### config.mk
export PLATFORM = sky130hd
export DESIGN_NAME = sdram_arbit
export DESIGN_NICKNAME = d
export VERILOG_FILES = /design/src/rtl/sdram_pkg.sv /design/src/rtl/sdram_arbit.sv
export SDC_FILE = /design/constraint.sdc
export NUM_CORES = 1
export LEC_CHECK = 0
export CORE_MARGIN = 2
export CORE_UTILIZATION = 31
export CTS_BUF_LIST = sky130_fd_sc_hd__clkbuf_4 sky130_fd_sc_hd__clkbuf_8 sky130_fd_sc_hd__clkbuf_16
export CTS_CLUSTER_DIAMETER = 80
export DETAILED_ROUTE_END_ITERATION = 10
export GPL_TIMING_DRIVEN = 0
export MAX_ROUTING_LAYER = met4
export PLACE_DENSITY = 0.87
export SYNTH_ARGS = -nofsm -noshare
export SYNTH_HDL_FRONTEND = slang
export SYNTH_SLANG_ARGS = --single-unit
### constraint.sdc
create_clock -name clk -period 1.75 [get_ports clk]
set_input_delay 0.35 -clock clk [delete_from_list [all_inputs] [get_ports clk]]
set_output_delay 0.35 -clock clk [all_outputs]
set_load 0.03 [all_outputs]
### src/rtl/sdram_pkg.sv
// -----------------------------------------------------------------------------
// sdram_pkg
// Shared definitions for the SDRAM controller slice:
//   - SDRAM command encodings {cs_n, ras_n, cas_n, we_n}
//   - arbiter state encoding
//   - idle bank/address values driven on the pins between grants
// -----------------------------------------------------------------------------
package sdram_pkg;

    localparam logic [3:0] CMD_NOP       = 4'b0111;
    localparam logic [3:0] CMD_PRECHARGE = 4'b0010;
    localparam logic [3:0] CMD_AREF      = 4'b0001;
    localparam logic [3:0] CMD_ACTIVE    = 4'b0011;
    localparam logic [3:0] CMD_WRITE     = 4'b0100;
    localparam logic [3:0] CMD_READ      = 4'b0101;
    localparam logic [3:0] CMD_MRS       = 4'b0000;

    localparam logic [1:0]  IDLE_BANK = 2'b11;
    localparam logic [12:0] IDLE_ADDR = 13'h1FFF;

    typedef enum logic [2:0] {
        ST_INIT  = 3'd0,
        ST_ARBIT = 3'd1,
        ST_AREF  = 3'd2,
        ST_WRITE = 3'd3,
        ST_READ  = 3'd4
    } arb_state_t;

endpackage : sdram_pkg

### src/rtl/sdram_arbit.sv
// -----------------------------------------------------------------------------
// sdram_arbit
// Owns the SDRAM command/address/data pins and hands them to one requester at
// a time: the init sequencer until init completes, then auto-refresh, write
// and read engines. Refresh has top priority; simultaneous write and read
// requests alternate. A NOP cycle (ARBIT state) always separates two grants.
// A grant that runs TIMEOUT cycles past entry without its *_end is forcibly
// released and flags a sticky timeout_err.
//
// Ports:
//   clk, rst                      controller clock, synchronous active-high reset
//   init_end, init_cmd/bank/addr  init sequencer status and pin values
//   aref_req/end/cmd/bank/addr    refresh engine request, done pulse, pin values
//   wr_req/end/cmd/bank/addr      write engine request, done pulse, pin values
//   wr_sdram_en, wr_sdram_data    write engine DQ drive enable and data
//   rd_req/end/cmd/bank/addr      read engine request, done pulse, pin values
//   aref_en, wr_en, rd_en         grants, decoded from the state register
//   aref_pending                  refresh waiting while a write/read is granted
//   sdram_cmd/bank/addr           SDRAM command pins
//   sdram_dq_oe, sdram_dq_out     DQ tristate control and output data
//   timeout_err                   sticky grant-timeout flag
// -----------------------------------------------------------------------------
module sdram_arbit
    import sdram_pkg::*;
#(
    parameter int TIMEOUT = 1023,
    parameter int DATA_W  = 16
) (
    input  logic              clk,
    input  logic              rst,
    input  logic              init_end,
    input  logic [3:0]        init_cmd,
    input  logic [1:0]        init_bank,
    input  logic [12:0]       init_addr,
    input  logic              aref_req,
    input  logic              aref_end,
    input  logic [3:0]        aref_cmd,
    input  logic [1:0]        aref_bank,
    input  logic [12:0]       aref_addr,
    input  logic              wr_req,
    input  logic              wr_end,
    input  logic [3:0]        wr_cmd,
    input  logic [1:0]        wr_bank,
    input  logic [12:0]       wr_addr,
    input  logic              wr_sdram_en,
    input  logic [DATA_W-1:0] wr_sdram_data,
    input  logic              rd_req,
    input  logic              rd_end,
    input  logic [3:0]        rd_cmd,
    input  logic [1:0]        rd_bank,
    input  logic [12:0]       rd_addr,
    output logic              aref_en,
    output logic              wr_en,
    output logic              rd_en,
    output logic              aref_pending,
    output logic [3:0]        sdram_cmd,
    output logic [1:0]        sdram_bank,
    output logic [12:0]       sdram_addr,
    output logic              sdram_dq_oe,
    output logic [DATA_W-1:0] sdram_dq_out,
    output logic              timeout_err
);

    localparam int             CNT_W     = $clog2(TIMEOUT + 1);
    localparam logic [CNT_W-1:0] TIMEOUT_C = CNT_W'(TIMEOUT);

    arb_state_t       r_state;
    arb_state_t       w_state_next;
    logic             r_last_wr;
    logic [CNT_W-1:0] r_cnt;
    logic             r_timeout_err;

    logic w_in_grant;
    logic w_grant_end;
    logic w_timeout;

    assign w_in_grant = (r_state == ST_AREF) || (r_state == ST_WRITE) || (r_state == ST_READ);
    // Only the granted source's end pulse counts; stray pulses are ignored.
    assign w_grant_end = ((r_state == ST_AREF)  && aref_end) ||
                         ((r_state == ST_WRITE) && wr_end)   ||
                         ((r_state == ST_READ)  && rd_end);
    assign w_timeout = w_in_grant && (r_cnt == TIMEOUT_C);

    // ---------------------------------------------------------------------
    // State register plus the small amount of bookkeeping that rides on it
    // ---------------------------------------------------------------------
    always_ff @(posedge clk) begin
        if (rst) begin
            r_state       <= ST_INIT;
            r_last_wr     <= 1'b0;
            r_cnt         <= '0;
            r_timeout_err <= 1'b0;
        end else begin
            r_state <= w_state_next;

            if (r_state == ST_ARBIT) begin
                if (w_state_next == ST_WRITE)
                    r_last_wr <= 1'b1;
                else if (w_state_next == ST_READ)
                    r_last_wr <= 1'b0;
            end

            // Grants are always entered from ARBIT where the count is zero,
            // so holding the same state is the only case that counts up.
            if (w_in_grant && (w_state_next == r_state))
                r_cnt <= r_cnt + CNT_W'(1);
            else
                r_cnt <= '0;

            // End on the timeout cycle is a normal completion.
            if (w_timeout && !w_grant_end)
                r_timeout_err <= 1'b1;
        end
    end

    // ---------------------------------------------------------------------
    // Next-state logic
    // ---------------------------------------------------------------------
    always_comb begin
        w_state_next = r_state;
        case (r_state)
            ST_INIT: begin
                if (init_end)
                    w_state_next = ST_ARBIT;
            end
            ST_ARBIT: begin
                if (aref_req)
                    w_state_next = ST_AREF;
                else if (wr_req && rd_req)
                    w_state_next = r_last_wr ? ST_READ : ST_WRITE;
                else if (wr_req)
                    w_state_next = ST_WRITE;
                else if (rd_req)
                    w_state_next = ST_READ;
            end
            ST_AREF, ST_WRITE, ST_READ: begin
                if (w_grant_end || w_timeout)
                    w_state_next = ST_ARBIT;
            end
            default: w_state_next = ST_INIT;
        endcase
    end

    // ---------------------------------------------------------------------
    // Output logic: grants and the pin mux
    // ---------------------------------------------------------------------
    always_comb begin
        aref_en    = (r_state == ST_AREF);
        wr_en      = (r_state == ST_WRITE);
        rd_en      = (r_state == ST_READ);
        sdram_cmd  = CMD_NOP;
        sdram_bank = IDLE_BANK;
        sdram_addr = IDLE_ADDR;
        case (r_state)
            ST_INIT: begin
                sdram_cmd  = init_cmd;
                sdram_bank = init_bank;
                sdram_addr = init_addr;
            end
            ST_AREF: begin
                sdram_cmd  = aref_cmd;
                sdram_bank = aref_bank;
                sdram_addr = aref_addr;
            end
            ST_WRITE: begin
                sdram_cmd  = wr_cmd;
                sdram_bank = wr_bank;
                sdram_addr = wr_addr;
            end
            ST_READ: begin
                sdram_cmd  = rd_cmd;
                sdram_bank = rd_bank;
                sdram_addr = rd_addr;
            end
            default: begin
                sdram_cmd  = CMD_NOP;
                sdram_bank = IDLE_BANK;
                sdram_addr = IDLE_ADDR;
            end
        endcase
    end

    assign aref_pending = aref_req && ((r_state == ST_WRITE) || (r_state == ST_READ));
    // DQ is driven only while the write engine holds the grant, so a stuck
    // wr_sdram_en cannot fight the SDRAM during reads.
    assign sdram_dq_oe  = wr_sdram_en && (r_state == ST_WRITE);
    assign sdram_dq_out = wr_sdram_data;
    assign timeout_err  = r_timeout_err;

endmodule : sdram_arbit

==> results.md <==
* Largest net degree at the start of global routing at 11
* Inserted Diodes at 0
* Pwr/cell area at 488 nW/µm²
* Syn nets at 303
* Drc violations at 0
* TritonCTS clock tree: yes
* CP endpoint kind: output pin
* Row count at 25
* Max Slew Vio Count at 0
* Port Buffers at 126
* Distinct cell type count of the synthesized netlist at 38
* Critical Path Source Type: flip-flop
* Register bit total from synthesis at 15
* Wirelength, routed at 6640 µm
* Most frequent cells after synthesis: nor2_1, a21oi_1, mux2i_1
* Share of the synthesized area in the top cell type at 0.200
* Lkg Pwr at 1.26 nW
* Max_cap viols at 0
* Pre-antenna DRT Iters at 4
* Clk buf depth at 2
* Clock-pin slew on the worst setup and hold paths at 0.06 ns
* Final ANT Viol Nets at 0
* RSZ-0062 raised after global routing: yes
* Dominant cell type by area after synthesis: dfxtp_1
* Tmin final at 1.94 ns
* Worst slew margin at 0.769
* Via count at 2101
* Worst slew pin tran at 0.347 ns
* Placer congestion estimate at 0.750
* Maximum fanout along the worst path at 7
* Maximum clock frequency at 515 MHz
* Dominant synthesized flop cell: dfxtp_1
* Failing checks: negative setup slack
* Pre-CTS setup slack at -0.811 ns
* Die area at 5410 µm²
* H-tree depth at 1
* Die height at 73.6 µm
* Initial antenna violation count at 0
* Final worst slack at -0.193 ns
* DPL Wire Length at 4840 µm
* Cell mode on critical path: buf_6
* Area contributors post-synth: dfxtp_1, mux2i_1, o22a_1, nor2_1, buf_4
* Async S/R FF share, synth at 0
* Crit path cell chain: or2b_1 -> buf_6 -> buf_4 -> nor2_1 -> a21oi_1 -> o22a_1 -> buf_6
* Fin crit share at 1.11
* Fraction of layout cells with a size suffix above 1 at 0.294
* Slowest stage delay, CP at 0.34 ns
* Hold Slack at 0.456 ns
* WP data required at 1.40 ns
* Count leader, synth: nor2_1
* Synthesized area per cell at 7.50 µm²
* Synthesized cell area at 1500 µm²
* Pwr Total at 0.00159 W
* Final Hold Vio Count at 0
* HP Class: flip-flop to flip-flop
* Final Setup Violations at 20
* Cell count after synthesis at 200
* Fillers at 348
* Area growth syn-to-layout at 117%
* Die X at 73.6 µm
* GRT Util Overall at 0.224
* Number of top-level pins at 143
* Via density at 5.28
* First-pass GRT wire length at 9330 µm
* Clock Skews at 0.00711 ns
* Starting density of the core at 0.320
* Max IR drop VDD at 0.000225 V
* Clk sink count at 15
* Multi-input logic area at 1100 µm²
* Routed wire per std cell at 16.7 µm
* Synthesis warning total at 0
* Kind of critical path: flip-flop to output pin
* EDFF count, synth at 0
* Root Driver: clkbuf_8
* Total CTS buffers at 3
* WP data arrival at 1.59 ns
* Status: finished with violations
* GRT Residual Overflow at 0
* FF/Latch Area at 303 µm²
* Sequential area share after synthesis at 0.200
* Number of global-route vias before repair at 2051
* DRT iter0 DRCs at 79
* Final #Nets at 448
* Critical Path Slowest Stage Cell: dfxtp_2
* Clk_lat worst skew at 0.24 ns
* CORE AREA at 4690 µm²
==> kinds of logic after synthesis <==
kind of cell             synth area share
AND/OR/NAND/NOR                     0.200
AO/OA/AOI/OAI                       0.258
buffers and inverters               0.147
multiplexers                        0.140
flip-flops                          0.200
XOR/XNOR                           0.0467
adder cells (fa/ha/maj)           0.00834
==> path summary, 6_finish.rpt <==
check / cells after the start / slack, ns / startpoint / endpoint
worst min register to register: 2 / 0.46 / timeout_err$_SDFFE_PP0P_ / timeout_err$_SDFFE_PP0P_
worst max register to register: 6 / 0.09 / r_state[1]$_SDFF_PP0_ / r_cnt[3]$_SDFF_PP0_
worst min-delay path: 2 / 0.46 / timeout_err$_SDFFE_PP0P_ / timeout_err$_SDFFE_PP0P_
worst max-delay path: 7 / -0.19 / r_state[2]$_SDFF_PP0_ / sdram_addr[3]
==> flip-flops by register name (all words and copies together), names as in the netlist <==
signal / count
timeout_err: 1
r_state: 3
r_last_wr: 1
r_cnt: 10
==> layout by cell type (no fill, tap or decap), drive strengths merged, types with 3 or more instances in the layout <==
| master | synthesis | routed |
|---|---|---|
| clkdlybuf4s50 | 0 | 102 |
| buf | 23 | 59 |
| nor2 | 33 | 33 |
| a21oi | 22 | 22 |
| mux2i | 21 | 21 |
| o22a | 18 | 18 |
| dfxtp | 15 | 15 |
| clkbuf | 6 | 12 |
| inv | 10 | 10 |
| nand2 | 6 | 6 |
| xor2 | 5 | 5 |
| o21ai | 5 | 5 |
| nand4 | 4 | 4 |
| nand3 | 4 | 4 |
| xnor2 | 3 | 3 |
| nor3 | 3 | 3 |
==> layout make-up <==
type                       count  area share
multi-input combinational    146       0.338
buffer                        29      0.0885
clock buffer                   4      0.0150
tap                           54      0.0208
sequential                    15      0.0931
timing repair buffer         140       0.433
inverter                      10      0.0123
==> timing repair <==
action	in CTS	in global routing
hold buffers	0	0
gates cloned	2	1
pin swaps	14	5
endpoints found under the setup margin	24	38
resized for setup	196	33
buffers inserted	7	5
==> metal layers <==
metal	vias up	track usage	part of all wire
li1	989	-	-
met1	988	0.262	0.38
met2	107	0.398	0.54
met3	17	0.0357	0.063
met4	0	0.0566	0.019
met5	-	-	0
==> critical path: cells and delay by family, from the launching register on <==
| kind | cells | cell delay (ns) |
|---|---|---|
| compound gates | 2 | 0.23 |
| buf+inv | 3 | 0.44 |
| flops | 1 | 0.34 |
| simple gates | 2 | 0.35 |
==> per-stage QoR <==
stage	setup TNS (ns)	util	instances	cell area (µm²)
3_3_place_gp	-13.96	0.606	380	2840
6_report	-2.92	0.693	398	3250
2_1_floorplan	-0.0386	-	200	1510
3_5_place_dp	-14.82	0.606	380	2840
5_1_grt	-3.91	0.693	398	3250
4_1_cts	-2.22	0.662	393	3110
==> power by group <==
group | internal (W) | leakage, nW | switching, W | total (W)
Combinational | 0.000518 | 1.11 | 0.000428 | 0.000946
Sequential | 0.000349 | 0.122 | 0.00000676 | 0.000356
Clock | 0.000176 | 0.0262 | 0.000110 | 0.000286
Power figures use the tool's default switching activity.
